File: config.mk
export PLATFORM = sky130hd
export DESIGN_NAME = bcd_to_bin
export DESIGN_NICKNAME = d
export VERILOG_FILES = /design/src/rtl/bcd_pkg.sv /design/src/rtl/bcd_mac10.sv /design/src/rtl/bcd_to_bin.sv
export SDC_FILE = /design/constraint.sdc
export NUM_CORES = 1
export LEC_CHECK = 0
export ABC_CLOCK_PERIOD_IN_PS = 2900
export CAP_MARGIN = 0
export CORE_MARGIN = 8
export CORE_UTILIZATION = 29
export CTS_BUF_LIST = sky130_fd_sc_hd__clkbuf_2
export CTS_CLUSTER_SIZE = 16
export DETAILED_ROUTE_END_ITERATION = 12
export RECOVER_POWER = 25
export SKIP_CTS_REPAIR_TIMING = 1
export SYNTH_ARGS = -nofsm -noshare
export SYNTH_HDL_FRONTEND = slang
export SYNTH_HIERARCHICAL = 1
export SYNTH_SLANG_ARGS = --single-unit
File: constraint.sdc
create_clock -name clk -period 2.9 [get_ports clk]
set_input_delay 0.435 -clock clk [delete_from_list [all_inputs] [get_ports clk]]
set_output_delay 0.435 -clock clk [all_outputs]
set_load 0.05 [all_outputs]
File: src/rtl/bcd_pkg.sv
// Shared BCD definitions: digit geometry, converter states and a digit-range check.
package bcd_pkg;

    localparam int unsigned DIGIT_W    = 4;
    localparam logic [3:0]  MAX_DIGIT  = 4'd9;
    localparam int unsigned MAX_DIGITS = 6;
    localparam int unsigned BCD_MAX_W  = DIGIT_W * MAX_DIGITS;

    typedef enum logic [1:0] {
        IDLE = 2'd0,
        CONV = 2'd1,
        DONE = 2'd2
    } bcd2b_state_t;

    // True when every digit of a (zero-extended) packed BCD word is 0..9.
    function automatic logic is_bcd_valid(input logic [BCD_MAX_W-1:0] word);
        logic ok;
        ok = 1'b1;
        for (int k = 0; k < int'(MAX_DIGITS); k++) begin
            if (word[k*DIGIT_W +: DIGIT_W] > MAX_DIGIT) begin
                ok = 1'b0;
            end
        end
        return ok;
    endfunction

endpackage

File: src/rtl/bcd_mac10.sv
// Combinational acc*10 + digit at N bits, built from two shifts and adds.
module bcd_mac10 #(
    parameter int unsigned N = 14
) (
    input  logic [N-1:0] acc_i,
    input  logic [3:0]   digit_i,
    output logic [N-1:0] mac_c_o
);

    logic [N-1:0] acc_x8;
    logic [N-1:0] acc_x2;

    assign acc_x8  = acc_i << 3;
    assign acc_x2  = acc_i << 1;
    assign mac_c_o = acc_x8 + acc_x2 + N'(digit_i);

endmodule

File: src/rtl/bcd_to_bin.sv
// Sequential BCD-to-binary converter: captures a packed BCD word, folds it
// MSD-first by Horner's rule one digit per clock, and hands out the result.
module bcd_to_bin
    import bcd_pkg::*;
#(
    parameter int unsigned DIGITS = 4,
    parameter int unsigned N      = 14
) (
    input  logic                        clk,
    input  logic                        rst_n,
    input  logic [DIGIT_W*DIGITS-1:0]   bcd_in,
    input  logic                        in_valid,
    output logic                        in_ready,
    output logic [N-1:0]                bin_out,
    output logic                        err,
    output logic                        out_valid,
    input  logic                        out_ready
);

    localparam int unsigned W     = DIGIT_W * DIGITS;
    localparam int unsigned IDX_W = (DIGITS > 1) ? $clog2(DIGITS) : 1;
    localparam logic [63:0] MAX_VAL = 64'(10 ** DIGITS) - 64'd1;

    // Reject parameter sets whose result width cannot hold the largest word.
    if ((DIGITS < 1) || (DIGITS > MAX_DIGITS) || ((64'd1 << N) <= MAX_VAL)) begin : g_param_chk
        $error("bcd_to_bin: need 1<=DIGITS<=6 and 2**N > 10**DIGITS-1");
    end

    bcd2b_state_t     state_q, state_d;
    logic [N-1:0]     acc_q,   acc_d;
    logic [IDX_W-1:0] idx_q,   idx_d;
    logic [W-1:0]     word_q,  word_d;
    logic [N-1:0]     bin_q,   bin_d;
    logic             err_q,   err_d;

    logic [DIGIT_W-1:0] digit_c;
    logic [N-1:0]       mac_c;
    logic               word_ok_c;

    assign digit_c   = word_q[DIGIT_W*idx_q +: DIGIT_W];
    assign word_ok_c = is_bcd_valid(BCD_MAX_W'(bcd_in));

    bcd_mac10 #(.N(N)) u_mac10 (
        .acc_i   (acc_q),
        .digit_i (digit_c),
        .mac_c_o (mac_c)
    );

    // State and datapath registers.
    always_ff @(posedge clk or negedge rst_n) begin
        if (!rst_n) begin
            state_q <= IDLE;
            acc_q   <= '0;
            idx_q   <= '0;
            word_q  <= '0;
            bin_q   <= '0;
            err_q   <= 1'b0;
        end else begin
            state_q <= state_d;
            acc_q   <= acc_d;
            idx_q   <= idx_d;
            word_q  <= word_d;
            bin_q   <= bin_d;
            err_q   <= err_d;
        end
    end

    // Next-state: accept in IDLE, one Horner step per CONV clock, hold in DONE.
    always_comb begin
        state_d = state_q;
        acc_d   = acc_q;
        idx_d   = idx_q;
        word_d  = word_q;
        bin_d   = bin_q;
        err_d   = err_q;
        case (state_q)
            IDLE: begin
                if (in_valid) begin
                    word_d = bcd_in;
                    acc_d  = '0;
                    idx_d  = IDX_W'(DIGITS - 1);
                    if (!word_ok_c) begin
                        bin_d   = '0;
                        err_d   = 1'b1;
                        state_d = DONE;
                    end else begin
                        state_d = CONV;
                    end
                end
            end
            CONV: begin
                acc_d = mac_c;
                idx_d = idx_q - IDX_W'(1);
                if (idx_q == '0) begin
                    bin_d   = mac_c;
                    err_d   = 1'b0;
                    state_d = DONE;
                end
            end
            DONE: begin
                if (out_ready) begin
                    state_d = IDLE;
                end
            end
            default: begin
                state_d = IDLE;
            end
        endcase
    end

    // Handshake flags are pure decodes of the state register.
    assign in_ready  = (state_q == IDLE);
    assign out_valid = (state_q == DONE);
    assign bin_out   = bin_q;
    assign err       = err_q;

endmodule
==> results.sh, run 1 <==
export IMPL_fin_skew_ns=0.0275
export IMPL_place_congestion=0.799
export IMPL_relSlewSlack_pct=22.9
export IMPL_antenna_found_initial=0
export IMPL_syn_inst=290
export IMPL_crit_family="compound AO/OA/AOI/OAI gates"
export IMPL_end_kind="flop"
export IMPL_drcViolationCount=0
export IMPL_drt_iter0_markers=121
export IMPL_finalCriticalPeriod_ns=3.12
export IMPL_htree_levels=2
export IMPL_worstSetupPathDepth=13
export IMPL_cts_sinks=48
export IMPL_worst_pin_slew_ns=1.16
export IMPL_dpl_cell_area_um2=3660
export IMPL_power_frac_clock_pct=7.4
export IMPL_clock_latency_ns=0.43
export IMPL_switchingPower_mw=1.62
export IMPL_startpoint_type="flop"
export IMPL_critical_path_class="reg2reg"
export IMPL_vdd_drop_max_v=0.000524
export IMPL_cts_buffer_depth=2
export IMPL_syn_area_per_cell_um2=10.6
export IMPL_path_common_cell="ha_4"
export IMPL_routed_via_count=2323
export IMPL_max_freq_ghz=0.320
export IMPL_required_ns=3.20
export IMPL_track_usage_pct=9.98
export IMPL_overflow=0
export IMPL_area_delta_synth_final_pct=23.8
export IMPL_rsz0062_at_grt="true"
export IMPL_io_buffers=36
export IMPL_p_comb_share_pct=60.8
export IMPL_critPathBufInv=1
export IMPL_r2r_cells=13
export IMPL_startpoint="idx_q[0]"
export IMPL_cts_buffers=5
export IMPL_fin_crit_sh_pct=108
export IMPL_max_stage_delay_ns=0.53
export IMPL_rrSetupSlack_ns=-0.22
export IMPL_synth_nets=335
export IMPL_switching_share_pct=44.4
export IMPL_dieArea_um2=14200
export IMPL_cp_slowest_cell="mux4_2"
export IMPL_cts_tree="yes"
export IMPL_total_power_mw=3.64
export IMPL_finalSetupViolCount=11
export IMPL_arrival_ns=3.42
export IMPL_internal_power_mw=2.02
export IMPL_finalWirelength_um=7060
export IMPL_status="finished, violations left"
export IMPL_p_seq_share_pct=31.8
export IMPL_fin_nets=386
export IMPL_final_hold_viol_count=0
export IMPL_grt_pass1_vias=2423
export IMPL_slew_violations=0
export IMPL_syn_area_um2=3080
export IMPL_dp_hpwl_um=5150
export IMPL_design_area_um2=3810
export IMPL_rows=37
export IMPL_finalSetupTns_ns=-0.949
export IMPL_p_leak_nw=1.80
export IMPL_die_h_um=119
export IMPL_path_clk_slew_ns=0.26
export IMPL_vias_per_cell=4.87
export IMPL_timing_rr_start="idx_q[0]"
export IMPL_routedWlPerCell_um=14.8
export IMPL_holdWs_ns=0.542
export IMPL_grt_pass1_wl_um=11800
export IMPL_hold_class="reg2reg"
export IMPL_postRouteAntennaNets=0
export IMPL_critPathMaxFanout=3
export IMPL_final_util_pct=36.9
export IMPL_ys_warn_count=6
export IMPL_grt_max_degree=32
export IMPL_die_w_um=119
export IMPL_setup_ws_ns=-0.221
export IMPL_final_layout_size_suffix_gt1_share_pct=20.2
export IMPL_r2r_end="bin_out[10]"
export IMPL_core_um2=10300
export IMPL_cellPowerDensity_nw_per_um2=957
export IMPL_cp_endpoint="bin_out[10]"
export IMPL_cts_root_buffer="clkbuf_2"
export IMPL_dr_pass1_iters=5
export IMPL_start_util_pct=29.8
export IMPL_drv_cap=0
export IMPL_num_io_pins=37
export IMPL_antenna_cells=0
export IMPL_violations="negative setup slack"
export IMPL_cp_cell_sequence="buf_6 > mux4_2 > ha_4 > ha_4 > fa_2 > a21oi_2 > o21bai_1 > a21o_1 > a31oi_1 > xnor2_1 > and3b_1 > o21ai_1 > o311ai_1"
[how the worst min path moves through the flow]
stage,start,end,slack (ns),cells after the start
finish,word_q[8],word_q[8],0.54,1
global route,word_q[7],word_q[7],0.57,1
floorplan,rst_n,acc_q[0],0.14,0
detailed placement,rst_n,bin_out[7],0.43,1
global placement,rst_n,bin_out[4],0.43,1
CTS,rst_n,bin_out[2],-0.07,1
[worst register-to-register path, stage by stage (launching register included)]
cell and delay (ns):
dfrtp_2 0.45, buf_6 0.10, mux4_2 0.53, ha_4 0.27
ha_4 0.16, fa_2 0.37, a21oi_2 0.16, o21bai_1 0.11
a21o_1 0.17, a31oi_1 0.19, xnor2_1 0.10, and3b_1 0.17
o21ai_1 0.13, o311ai_1 0.11
[layer usage]
metal  routed length (um)  part of all wire, %  up-vias  track usage, %
met4                   52                 0.74        0            2.45
met1                 3430                   49     1136            12.5
met3                  269                  3.8        7            2.31
met5                    0                    0        -               0
li1                     -                    -     1136               -
met2                 3310                   47       44            16.9
[metrics by stage]
step                      worst slack [ns]  std cells
after floorplan                    -0.0478        290
after global placement              -0.170        463
after detailed placement            -0.237        463
after CTS                           -0.280        470
after global routing                -0.394        477
final                               -0.221        477
[sequential cells by signal, indices dropped and copies added (netlist names)]
| register | cells |
|---|---|
| state_q | 2 |
| bin_out | 14 |
| acc_q | 13 |
| idx_q | 2 |
| word_q | 16 |
| err | 1 |
[power by group through the flow]
| stage | combinational (mW) | sequential, mW | clock (mW) |
|---|---|---|---|
| finish | 2.21 | 1.16 | 0.270 |
| floorplan | 1.29 | 1.35 | 0 |
| detailed placement | 2.11 | 1.18 | 0 |
| global route | 2.42 | 1.21 | 0.302 |
| global placement | 2.06 | 1.17 | 0 |
| CTS | 2.11 | 1.17 | 0.284 |
[area by class of cell]
class	instances	area, um2
fill	1047	6520
multi-input combinational	199	1750
sequential	48	1200
timing repair buffer	61	546
tap	136	170
inverter	26	97.6
clock buffer	5	25.0
clock inverter	2	12.5
[cell usage in the layout, fill, tap and decap left out, types with 3 or more instances in the layout]
| cell type | instances |
|---|---|
| dfrtp_1 | 47 |
| clkdlybuf4s50_1 | 35 |
| inv_1 | 24 |
| nand2_1 | 22 |
| buf_4 | 22 |
| ha_1 | 20 |
| and3b_1 | 14 |
| a22o_1 | 13 |
| o21ai_0 | 12 |
| nor2b_1 | 10 |
| o21ai_1 | 10 |
| mux2_2 | 9 |
| o311ai_1 | 7 |
| mux2_4 | 7 |
| nand3_1 | 7 |
| o311ai_0 | 7 |
| xnor2_1 | 7 |
| clkbuf_2 | 6 |
| mux4_2 | 4 |
| and2b_1 | 4 |
| a21oi_1 | 4 |
| xor2_1 | 4 |
| nor2_1 | 3 |
| o21bai_1 | 3 |
| ha_4 | 3 |
Note: power is estimated with default switching activity, not from simulation.
==> run 2: changes to the inputs <==
--- a/config.mk
+++ b/config.mk
@@ -6,7 +6,7 @@
 export NUM_CORES = 1
 export LEC_CHECK = 0
 export ABC_CLOCK_PERIOD_IN_PS = 2900
-export CAP_MARGIN = 0
+export CAP_MARGIN = 10
 export CORE_MARGIN = 8
 export CORE_UTILIZATION = 29
 export CTS_BUF_LIST = sky130_fd_sc_hd__clkbuf_2
==> results of run 2 <==
The final DEF is identical to that of run 1; final timing and power are the same.
